[src/rtl/mem_access_ctrl.sv]
// Single-access sequencer between the CPU MAR/MDR and a single-port RAM with
// registered read data; checks the MAR range and pulses done once per request.
module mem_access_ctrl #(
  parameter int ADDR_W      = 8,
  parameter int DATA_W      = 32,
  parameter int WAIT_STATES = 0
) (
  input  logic              clk,
  input  logic              clr_n,
  input  logic              req,
  input  logic              wr,
  input  logic [31:0]       mar_in,
  input  logic [DATA_W-1:0] wdata_in,
  input  logic [DATA_W-1:0] ram_data_out,
  output logic [ADDR_W-1:0] ram_address,
  output logic [DATA_W-1:0] ram_data_in,
  output logic              ram_we,
  output logic              ram_re,
  output logic [DATA_W-1:0] mdr_out,
  output logic              busy,
  output logic              done,
  output logic              addr_err
);

  localparam logic [2:0] S_IDLE    = 3'd0;
  localparam logic [2:0] S_ACCESS  = 3'd1;
  localparam logic [2:0] S_WAIT    = 3'd2;
  localparam logic [2:0] S_CAPTURE = 3'd3;
  localparam logic [2:0] S_DONE    = 3'd4;

  localparam logic [3:0] WAIT_LAST = (WAIT_STATES > 0) ? 4'(WAIT_STATES - 1) : 4'd0;

  logic [2:0] state;
  logic [2:0] state_nxt;
  logic [3:0] wait_cnt;
  logic       wr_p0;
  logic       addr_oor;
  logic       accept;

  assign addr_oor = |mar_in[31:ADDR_W];
  assign accept   = (state == S_IDLE) && req;

  always_comb begin
    state_nxt = state;
    case (state)
      S_IDLE:    if (req) state_nxt = addr_oor ? S_DONE : S_ACCESS;
      S_ACCESS: begin
        if (WAIT_STATES > 0) state_nxt = S_WAIT;
        else                 state_nxt = wr_p0 ? S_DONE : S_CAPTURE;
      end
      S_WAIT:    if (wait_cnt == WAIT_LAST) state_nxt = wr_p0 ? S_DONE : S_CAPTURE;
      S_CAPTURE: state_nxt = S_DONE;
      S_DONE:    state_nxt = S_IDLE;
      default:   state_nxt = S_IDLE;
    endcase
  end

  // Request capture: address, write data and direction held until the next accept
  always_ff @(posedge clk) begin
    if (!clr_n) begin
      state       <= S_IDLE;
      wait_cnt    <= 4'd0;
      wr_p0       <= 1'b0;
      ram_address <= '0;
      ram_data_in <= '0;
      mdr_out     <= '0;
      addr_err    <= 1'b0;
    end else begin
      state <= state_nxt;
      if (accept) begin
        ram_address <= mar_in[ADDR_W-1:0];
        ram_data_in <= wdata_in;
        wr_p0       <= wr;
        addr_err    <= addr_oor;
      end
      if (state == S_WAIT) wait_cnt <= wait_cnt + 4'd1;
      else                 wait_cnt <= 4'd0;
      // RAM read data has been registered since the ACCESS exit edge
      if (state == S_CAPTURE) mdr_out <= ram_data_out;
    end
  end

  // Enables qualified by clr_n so a reset edge never commits a RAM access
  assign ram_we = clr_n && (state == S_ACCESS) && wr_p0;
  assign ram_re = clr_n && (state == S_ACCESS) && !wr_p0;
  assign busy   = (state != S_IDLE);
  assign done   = (state == S_DONE);

endmodule

[config.mk]
export PLATFORM = sky130hd
export DESIGN_NAME = mem_access_ctrl
export DESIGN_NICKNAME = d
export VERILOG_FILES = /design/src/rtl/mem_access_ctrl.sv
export SDC_FILE = /design/constraint.sdc
export NUM_CORES = 1
export LEC_CHECK = 0
export CORE_ASPECT_RATIO = 0.7
export CORE_MARGIN = 2
export CORE_UTILIZATION = 38
export CTS_BUF_LIST = sky130_fd_sc_hd__clkbuf_16
export CTS_CLUSTER_DIAMETER = 120
export DETAILED_ROUTE_END_ITERATION = 12
export PLACE_DENSITY = 0.8
export SYNTH_ARGS = -nofsm -noshare
export SYNTH_HDL_FRONTEND = slang
export SYNTH_SLANG_ARGS = --single-unit
export TNS_END_PERCENT = 10
[constraint.sdc]
create_clock -name clk -period 1.6 [get_ports clk]
set_clock_uncertainty 0.05 [all_clocks]
set_input_delay 0.16 -clock clk [delete_from_list [all_inputs] [get_ports clk]]
set_output_delay 0.16 -clock clk [all_outputs]
set_load 0.005 [all_outputs]
# Word level (Yosys, flattened, before mapping)
# Cells that the tools add are included.
[totals]
in_bits = 100
elab_cells = 30
reg_bits = 81
out_inout_bits = 77
[classes]
n_mux = 5
n_reduce_logical = 11
n_eq_ne = 6
addsub = 1
[op_table]
columns = ["operator", "count"]
rows = [
  ["$reduce_or 24->1", 1],
  ["$mux 3", 4],
  ["$pmux 3 s4", 1],
  ["$eq 3x2->1 const B", 2],
  ["$add 4x1->4 const B", 1],
  ["$logic_and 1x1->1", 4],
  ["$logic_not 4->1", 1],
  ["$ne 2x2->1 const B", 2],
  ["$reduce_and 2->1", 2],
  ["$eq 3x1->1 const B", 1],
  ["$eq 3x3->1 const B", 1],
  ["$logic_not 3->1", 1],
  ["$reduce_bool 3->1", 1],
  ["$logic_not 1->1", 1],
]

# Depth between registers and ports, before layout
[depth]
ltp_word = 4
ltp_mapped = 6
mapped_depth_nobuf = 5

# Worst setup path after synthesis
# OpenSTA, ideal clock, no wires.
[synth_timing]
kind = "register to register"
start = "register state[1]"
end = "register state[0]"
setup_ns = 0.116
arrival_ns = 1.255
required_time_ns = 1.434
path_slack_ns = 0.179
n_path_buf = 1
synth_period_minus_slack_ns = 1.421
path_stages_with_launch = 5
path_cell_list = "dfxtp_1 > buf_6 > or3b_1 > o2111a_1 > a41o_1"
[synth_between]
elab_chain_cells = 3
elab_cells_between_ends = 8
cone_classes = "eq/ne (5); mux (1); reduce/logical (2)"
[synth_lines]
columns = ["element", "line_no", "text"]
rows = [
  ["from (decl)", "33", "logic [2:0] state;"],
  ["from (signal assigned)", "69", "state <= state_nxt;"],
  ["$eq 3x2->1 / $logic_not 3->1 (equally long branches)", "45", "case (state)"],
  ["$ne 2x2->1 (no source line)", "-", ""],
  ["$reduce_and 2->1 (no source line)", "-", ""],
]
# Parallel ways exist; a longest one is shown, timed or not.
# A chain may end at the register's enable or synchronous reset.

# Worst setup path after layout
[layout_timing]
start = "register state[1]"
end = "output busy"
[layout_between]
elab_chain_cells = 1
[layout_lines]
columns = ["element", "line_no", "text"]
rows = [
  ["$reduce_bool 3->1", "86", "assign busy = (state != S_IDLE);"],
  ["to (decl)", "20", "output logic busy,"],
]
# No other way between the ends.

==> summary.txt <==
Run status
  – Status: finished with violations
  – Failing checks: setup timing

Clocking
  – # hold bufs at CTS: 0
  – Clock Latency Late Sink: 0.32 ns
  – CTS Root Cell: clkbuf_16
  – TritonCTS Buffers: 9
  – Clk buf depth: 2
  – Post-CTS resize count: 6
  – Clock-pin slew on the worst setup and hold paths: 0.06 ns
  – CTS tree: yes
  – Post-CTS setup buffers: 0
  – H-tree levels: 3
  – Clk sink count: 81

Die
  – Die X: 111 um
  – Chip height: 78.7 um
  – Initial Util: 38.8%
  – Die Area: 8710 um^2
  – Num ports: 177
  – CORE AREA: 7800 um^2
  – Rows: 27

Drt
  – Detailed-router iteration count before antenna repair: 5
  – Via count: 3118
  – Final WL: 8850 um
  – DR vias/cell: 4.77
  – Routed Antenna Nets: 0
  – Detailed-route DRC error count: 0
  – Routed WL per cell: 13.5 um
  – DR iter-0 viols: 146

Placement
  – Placement Cell Area: 4910 um^2
  – Routability cong.: 0.814
  – Hpwl dp: 6600 um
  – Port Buf Inserts: 176
  – Place WS: -0.160 ns
  – Placed cell count: 638

Finish
  – Highest-count cells in the layout ignoring fill and taps: clkdlybuf4s50_1, nand2_1, dfxtp_1
  – Leading cell type in the layout, fill and taps excluded: clkdlybuf4s50_1
  – Area of all placed cells without fillers: 5220 um^2
  – Share of cells above drive strength 1: 5.97%
  – Fin cells: 654
  – Layout Nets: 650
  – P&R area growth vs syn: 72.3%
  – Antenna fix cells: 0
  – Final-layout fill cell count: 643

STA
  – Slew margin rel.: 77.3%
  – Worst setup margin: -0.0154 ns
  – RSZ-0062 raised after global routing: yes
  – Worst slew pin tran: 0.340 ns
  – Final Hold Vio Count: 0
  – Max-slew violations: 0
  – Max Clk Rate: 619 MHz
  – Crit path time final: 1.62 ns
  – Final setup viols: 1
  – Final period util: 101%

Synthesis
  – Synthesized area: 3030 um^2
  – EDFF count, synth: 0
  – Top cell type's share of synthesized area: 53.5%
  – Post-synthesis sequential area ratio: 53.5%
  – Yosys cell types: 31
  – Cell taking the most area after synthesis: dfxtp_1
  – Synth Net Count: 477
  – Post-synth ARST share: 0%
  – Synthesis-stage register bit count: 81
  – Main synth FF type: dfxtp_1
  – Avg Cell Area, Syn: 8.08 um^2
  – Synth area leaders: dfxtp_1, nand2_1, a21oi_1
  – Synth Warn #: 0
  – Post-Syn Instances: 375

Run
  – MaxCap Viol Count: 0

Setup path
  – Max FO, Critical Path: 6
  – CP Launch Type: register
  – CP Capture Type: primary output
  – Kind of critical path: register to primary output
  – Critical Path AT: 1.41 ns
  – Req. time, crit path: 1.39 ns

Global route
  – Initial antenna violation count: 0
  – Overall Global Routing Usage: 20.2%
  – First-pass GRT wire length: 14400 um
  – Number of global-route vias before repair: 3014
  – Largest net degree at the start of global routing: 40
  – Gr ovfl total: 0

Pwr
  – Pwr Density: 903 nW/um^2
  – Leakage: 1.93 nW
  – Final Total Pwr: 4.71 mW
  – Worst VDD drop: 500 uV

Min path
  – Hold/Removal Path Class: primary input to register
## Yosys cell counts, types with 2 or more instances
| library cell | instances |
|---|---|
| or2_1 | 2 |
| ha_1 | 2 |
| xor2_1 | 2 |
| nor2_1 | 7 |
| nand3b_1 | 2 |
| inv_1 | 5 |
| buf_2 | 7 |
| dfxtp_1 | 81 |
| nor3b_1 | 2 |
| nand2_1 | 147 |
| a21oi_1 | 74 |
| nor4_1 | 5 |
| nor3_1 | 3 |
| or4_1 | 2 |
| clkbuf_1 | 12 |
| buf_6 | 7 |
## path summary, 6_finish.rpt
path,from,end,slack (ns),cells after the start
hold reg to reg,ram_address[5],ram_address[5],0.40,2
setup / recovery,state[1],busy,-0.02,3
hold / removal,clr_n,addr_err,0.18,3
setup reg to reg,state[2],ram_data_in[5],0.11,4
## report_power, final
part	total [mW]	switching (mW)	internal [mW]
Clock	2.00	0.798	1.21
Sequential	2.12	0.0344	2.08
Combinational	0.592	0.201	0.391
Total	4.71	1.03	3.68
## worst max-delay path, stage by stage, from the launching register on
cell	delay [ns]
dfxtp_2	0.35
buf_4	0.16
or3_1	0.30
dlygate4sd2_1	0.27
## final cells by class
type / instances / area, um^2 / area share [%]
clock buffer: 9 / 225 / 4.31
clock inverter: 7 / 70.1 / 1.34
inverter: 5 / 18.8 / 0.360
multi-input combinational: 262 / 1230 / 23.6
sequential: 81 / 1630 / 31.1
tap: 101 / 126 / 2.42
timing repair buffer: 189 / 1920 / 36.8
## flip-flops by register name, indices dropped and copies added (netlist names)
register     flops
mdr_out         32
ram_data_in     32
ram_address      8
wait_cnt         4
state            3
addr_err         1
wr_p0            1
## metal layers
metal / routed length [um] / global-route usage, % / vias up
met5: 0 / 0 / -
met4: 70 / 4.50 / 0
met3: 542 / 5.95 / 8
met2: 4580 / 36.9 / 109
met1: 3650 / 23.6 / 1433
li1: - / - / 1568
## stage by stage
stage	util (%)	setup TNS, ns	hold slack (ns)
floorplan	-	0	0.246
global placement	63.0	-2.37	0.391
detailed placement	63.0	-3.03	0.396
CTS	66.8	-0.184	0.317
global route	66.9	-0.0665	0.182
finish	66.9	-0.0154	0.175
## cell families (layout without fill, tap and decap cells)
| kind of cell | Yosys count | after routing | synth area share, % |
|---|---|---|---|
| DFF | 81 | 81 | 53.5 |
| buffers and inverters | 32 | 210 | 5.99 |
| AOI/OAI and AO/OA | 80 | 80 | 13.9 |
| and+or+nand+nor | 177 | 177 | 24.9 |
| xor gates and xnor gates | 3 | 3 | 0.868 |
| adders and majority gates | 2 | 2 | 0.826 |
(Power assumes the default switching activity.)
